$ cat src/rtl/imem_arbiter.sv
// -----------------------------------------------------------------------------
// imem_arbiter
//
// Purpose:
//   Shares one single-port, word-addressed instruction memory between the
//   IF-stage fetch unit (F, read-only) and the program loader / debug port
//   (L, reads and writes). The memory has a registered read: data appears on
//   i_mem_rdata one cycle after the read is issued. The arbiter remembers who
//   issued each read and raises that requester's rvalid on the return cycle.
//
//   Fetch has fixed priority, with two exceptions:
//     - starvation protection: once L has been denied STARVE_LIMIT cycles in a
//       row, L is given the next grant unconditionally (S_STARVE);
//     - lock mode: an L grant with i_l_lock=1 enters S_LOCK, where only L is
//       served until i_l_lock is sampled low.
//
// Handshake (both requesters):
//   A request transfers in the cycle where req and gnt are both high. The
//   requester holds req, addr, we, lock and wdata stable until it sees gnt.
//   Grants are combinational from the registered state and the current
//   requests; at most one grant is high per cycle, and none while i_rst=1.
//
// Ports:
//   i_clk, i_rst             rising-edge clock, synchronous active-high reset
//   i_f_req, i_f_addr        fetch read request / word address
//   o_f_gnt                  fetch request accepted this cycle (comb.)
//   o_f_rvalid, o_f_rdata    fetch read return (cycle after o_f_gnt)
//   i_l_req, i_l_we          loader request, write(1)/read(0)
//   i_l_lock                 loader asks for exclusive ownership
//   i_l_addr, i_l_wdata      loader word address / write data
//   o_l_gnt                  loader request accepted this cycle (comb.)
//   o_l_rvalid, o_l_rdata    loader read return (cycle after a read o_l_gnt)
//   o_mem_en, o_mem_we       memory enable / write enable (comb. from winner)
//   o_mem_addr, o_mem_wdata  memory address / write data
//   i_mem_rdata              registered memory read data
//   o_locked                 arbiter is in S_LOCK
//   o_dbg_state              raw FSM state (0=S_FETCH, 1=S_STARVE, 2=S_LOCK)
// -----------------------------------------------------------------------------
module imem_arbiter #(
  parameter int AW           = 5,
  parameter int DW           = 32,
  parameter int STARVE_LIMIT = 4
) (
  input  logic          i_clk,
  input  logic          i_rst,
  input  logic          i_f_req,
  input  logic [AW-1:0] i_f_addr,
  output logic          o_f_gnt,
  output logic          o_f_rvalid,
  output logic [DW-1:0] o_f_rdata,
  input  logic          i_l_req,
  input  logic          i_l_we,
  input  logic          i_l_lock,
  input  logic [AW-1:0] i_l_addr,
  input  logic [DW-1:0] i_l_wdata,
  output logic          o_l_gnt,
  output logic          o_l_rvalid,
  output logic [DW-1:0] o_l_rdata,
  output logic          o_mem_en,
  output logic          o_mem_we,
  output logic [AW-1:0] o_mem_addr,
  output logic [DW-1:0] o_mem_wdata,
  input  logic [DW-1:0] i_mem_rdata,
  output logic          o_locked,
  output logic [1:0]    o_dbg_state
);

  localparam int            CW    = $clog2(STARVE_LIMIT + 1);
  localparam logic [CW-1:0] LIMIT = CW'(STARVE_LIMIT);

  typedef enum logic [1:0] {
    S_FETCH  = 2'd0,
    S_STARVE = 2'd1,
    S_LOCK   = 2'd2
  } state_t;

  state_t        r_state;
  logic [CW-1:0] r_starve_cnt;
  logic          r_locked;
  logic          r_rd_pend;     // a read was granted last cycle
  logic          r_rd_owner_l;  // that read belongs to L (else F)

  logic          w_f_gnt;
  logic          w_l_gnt;
  logic          w_rd_gnt;
  logic [CW-1:0] w_cnt_next;

  // ---------------------------------------------------------------------------
  // Grant selection. In S_STARVE and S_LOCK fetch is shut out entirely and
  // any L request is accepted.
  // ---------------------------------------------------------------------------
  always_comb begin
    w_f_gnt = 1'b0;
    w_l_gnt = 1'b0;
    if (!i_rst) begin
      case (r_state)
        S_FETCH: begin
          w_f_gnt = i_f_req;
          w_l_gnt = i_l_req & ~i_f_req;
        end
        S_STARVE, S_LOCK: begin
          w_l_gnt = i_l_req;
        end
        default: begin
          w_f_gnt = 1'b0;
          w_l_gnt = 1'b0;
        end
      endcase
    end
  end

  // ---------------------------------------------------------------------------
  // Starvation counter: counts consecutive cycles where L asked and was
  // refused, saturating at the limit. The FSM looks at the updated value so
  // that L wins in the cycle right after its STARVE_LIMIT-th refusal.
  // ---------------------------------------------------------------------------
  always_comb begin
    if (!i_l_req || w_l_gnt) begin
      w_cnt_next = '0;
    end else if (r_starve_cnt == LIMIT) begin
      w_cnt_next = r_starve_cnt;
    end else begin
      w_cnt_next = r_starve_cnt + CW'(1);
    end
  end

  assign w_rd_gnt = (w_f_gnt | w_l_gnt) & ~(w_l_gnt & i_l_we);

  // ---------------------------------------------------------------------------
  // Memory port: driven straight from the winner.
  // ---------------------------------------------------------------------------
  assign o_mem_en    = w_f_gnt | w_l_gnt;
  assign o_mem_we    = w_l_gnt & i_l_we;
  assign o_mem_addr  = w_l_gnt ? i_l_addr : i_f_addr;
  assign o_mem_wdata = i_l_wdata;

  // ---------------------------------------------------------------------------
  // FSM, starvation counter and read-return bookkeeping.
  // The starve path is taken whether or not L is asking for a lock; a lock
  // request that wins through S_STARVE goes straight on into S_LOCK.
  // ---------------------------------------------------------------------------
  always_ff @(posedge i_clk) begin
    if (i_rst) begin
      r_state      <= S_FETCH;
      r_starve_cnt <= '0;
      r_locked     <= 1'b0;
      r_rd_pend    <= 1'b0;
      r_rd_owner_l <= 1'b0;
    end else begin
      r_starve_cnt <= w_cnt_next;
      r_rd_pend    <= w_rd_gnt;
      r_rd_owner_l <= w_l_gnt;
      case (r_state)
        S_FETCH: begin
          if (w_l_gnt && i_l_lock) begin
            r_state  <= S_LOCK;
            r_locked <= 1'b1;
          end else if (w_cnt_next == LIMIT) begin
            r_state  <= S_STARVE;
            r_locked <= 1'b0;
          end
        end
        S_STARVE: begin
          // One forced L turn, or give up if L withdrew its request.
          if (w_l_gnt && i_l_lock) begin
            r_state  <= S_LOCK;
            r_locked <= 1'b1;
          end else begin
            r_state  <= S_FETCH;
            r_locked <= 1'b0;
          end
        end
        S_LOCK: begin
          // Lock is released by sampling i_l_lock low, independent of i_l_req.
          if (!i_l_lock) begin
            r_state  <= S_FETCH;
            r_locked <= 1'b0;
          end
        end
        default: begin
          r_state  <= S_FETCH;
          r_locked <= 1'b0;
        end
      endcase
    end
  end

  // ---------------------------------------------------------------------------
  // Outputs. rvalid is also masked by i_rst so a read granted just before a
  // reset never shows up as a return.
  // ---------------------------------------------------------------------------
  assign o_f_gnt     = w_f_gnt;
  assign o_l_gnt     = w_l_gnt;
  assign o_f_rvalid  = r_rd_pend & ~r_rd_owner_l & ~i_rst;
  assign o_l_rvalid  = r_rd_pend &  r_rd_owner_l & ~i_rst;
  assign o_f_rdata   = i_mem_rdata;
  assign o_l_rdata   = i_mem_rdata;
  assign o_locked    = r_locked;
  assign o_dbg_state = r_state;

endmodule

$ cat config.mk
export PLATFORM = sky130hd
export DESIGN_NAME = imem_arbiter
export DESIGN_NICKNAME = d
export VERILOG_FILES = /design/src/rtl/imem_arbiter.sv
export SDC_FILE = /design/constraint.sdc
export NUM_CORES = 1
export LEC_CHECK = 0
export CAP_MARGIN = 15
export CORE_ASPECT_RATIO = 1.1
export CORE_UTILIZATION = 26
export DETAILED_ROUTE_END_ITERATION = 8
export PLACE_DENSITY_LB_ADDON = 0.15
export SYNTH_ARGS = -nofsm -noshare
export SYNTH_HDL_FRONTEND = slang
export SYNTH_SLANG_ARGS = --single-unit
$ cat constraint.sdc
create_clock -name i_clk -period 4 [get_ports i_clk]
set_input_delay 0.4 -clock i_clk [delete_from_list [all_inputs] [get_ports i_clk]]
set_output_delay 0.4 -clock i_clk [all_outputs]
set_load 0.01 [all_outputs]
==> metrics <==
max_cap viols=0; grt total ovfl=0; CTS Hold Bufs=0; max-slew violations=0; DP Area=about 1000 µm²; CP arrival=between 2 and 2.5 ns; DR vias/cell=~4.3; CTS buffer count=3; WL per Instance=between 10 and 15 µm; crit-path cells=clkdlybuf4s50_1 > nor2_1 > o211ai_2 > inv_2 > nand2_1 > nand2_1 > clkdlybuf4s50_1; clk_lat worst skew=about 0.23 ns; GP Congestion=0.829; share of cells above drive strength 1=~6.3%; drt total wl=about 2.3 mm; power consumption=about 0.25 mW; max incr delay on CP=~0.67 ns; clk slew on worst S/H paths=about 0.04 ns; syn nets=approximately 260; Unique masters post-synth=27; setup TNS=0 ns; first-pass detailed-route iteration total=6; Pleak=slightly above 0.4 nW; Seq/Total Area, Yosys=a little under an eighth; post_cts resized=0; First DRT Iteration DRCs=34; first-pass GRT wire length=around 3.4 mm; FF+latch count, synth=8; pin count of the biggest net entering global routing=16; Total Routing Usage GR=8.05%; fmax=between 300 and 400 MHz; Power Dens Cells=between 200 and 250 nW/µm²; Post-synth EDFFs=0; most common cell after layout, fill and taps aside=clkdlybuf4s50_1; Synth async-reset ratio=0%; vias in the first global route=between 600 and 700; Hold Vio Cnt, Final=0; minimum clock period=2.85 ns; Port Buf Inserts=29; CTS H-tree depth=1; CTS tree=done; Setup Buffers After CTS=0; Synth Cell Area=~1300 µm²; status=finished clean; Hold Path Class=reg2reg; CP max FO=15; critical path type=in2out; die area=5440 µm²; Ys Warns=0; CTS Buffer Depth=2; Worst path slowest cell=clkdlybuf4s50_1; Rows=27; sequential cell area=160 µm²; root buf cell=clkbuf_8; Post-Syn Area per Cell=around 7.6 µm²; area of the multi-input gates=428 µm²; I/O pin cnt=190; slew at the pin closest to its max-slew limit=roughly 0.5 ns; DRC=0; CP Capture Type=primary output; Max VDD drop=a little over 100 µV; relative slew slack=between 60% and 70%; routed via count=730; Final #Nets=200; setup slack after layout=1.15 ns; Chip Width=about 70 µm; hold slack=roughly 0.53 ns; Fill cells=around 530; ant diodes=0; Initial Utilization=roughly 27%; clock skew=approximately 0.0015 ns; Die Height=77.3 µm; Final Setup Violations=0; unrepaired setup endpoints after global routing=no; antenna violations before repair=0; Core Region=4970 µm²; area delta synth->final=-23.9%; commonest non-fill, non-tap cells in the layout=29 x clkdlybuf4s50_1, 19 x nand2_1, 8 x dfxtp_1; startpoint types=input pin; Antenna Nets Post-Route=0; Crit path required time=around 3.6 ns; Clock Sink Count=8; Design Area, Final=between 1000 and 1500 µm²; Final period util=a little under three quarters; pre-CTS WS=1.14 ns; Mapped Cells=177; hpwl dp=1.85 mm; Main synth FF type=dfxtp_1
## cell families (layout without fill, tap and decap cells)
kind of cell             Yosys count  after routing  share of synthesized area, %
buffers and inverters            104             39                          56.1
AND/OR/NAND/NOR                   42             42                          17.3
AO/OA/AOI/OAI                     15             15                          7.66
flip-flops                         8              8                          12.0
adder cells (fa/ha/maj)            6              6                          5.61
XOR/XNOR                           1              1                         0.654
multiplexers                       1              1                         0.748
## per-stage QoR
stage               instances  utilization (%)
detailed placement        167             19.7
global route              170             20.5
CTS                       170             20.5
floorplan                 177                -
finish                    170             20.5
global placement          167             19.7
## cells in the mapped netlist, types with 3 or more instances
library cell   n  share of area, %
inv_1          6               1.7
o21ai_0        6               2.2
nor3_1         3               1.1
a21oi_1        4               1.5
nor2_1         4               1.1
buf_4         96                54
nor3b_1        4               2.2
nand4b_1       3               2.0
ha_1           6               5.6
dfxtp_1        8                12
nand2_1       19               5.3
## registers in the layout, summed over array words and instances (netlist names)
register,cells
r_rd_owner_l,1
o_locked,1
r_starve_cnt,3
r_rd_pend,1
o_dbg_state,2
## metal layers
metal  global-route usage [%]  routed length (µm)  up-vias
met5                        0                   0        -
met4                     6.60                  82        0
met3                     2.76                 241       18
met2                     12.4                1100       45
met1                     8.85                 846      324
li1                         -                   -      343
## layout make-up
type / count / share of cell area (%)
Timing Repair Buffer: 29 / 28.5
Tap cell: 58 / 7.13
Multi-Input combinational cell: 65 / 42.0
Inverter: 7 / 2.58
Clock buffer: 3 / 4.05
Sequential cell: 8 / 15.7
## worst max-delay path: cells and delay by family
family          cells  cell delay, ns
compound gates      1            0.25
buf+inv             3            1.40
simple gates        3            0.42
## power by group
| group | switching [mW] | internal (mW) | total (mW) |
|---|---|---|---|
| sequential | 0.00238 | 0.0835 | 0.0858 |
| combinational | 0.0285 | 0.0376 | 0.0661 |
| clock | 0.0330 | 0.0653 | 0.0983 |
## path summary, 6_finish.rpt
path         cells past startpoint              to  slack, ns            from
max                              7   o_mem_addr[3]       1.15           i_rst
min                              2        o_locked       0.53        o_locked
max reg2reg                      7  o_dbg_state[1]       2.12  o_dbg_state[0]
min reg2reg                      2        o_locked       0.53        o_locked
Note: power is estimated with default switching activity, not from simulation.
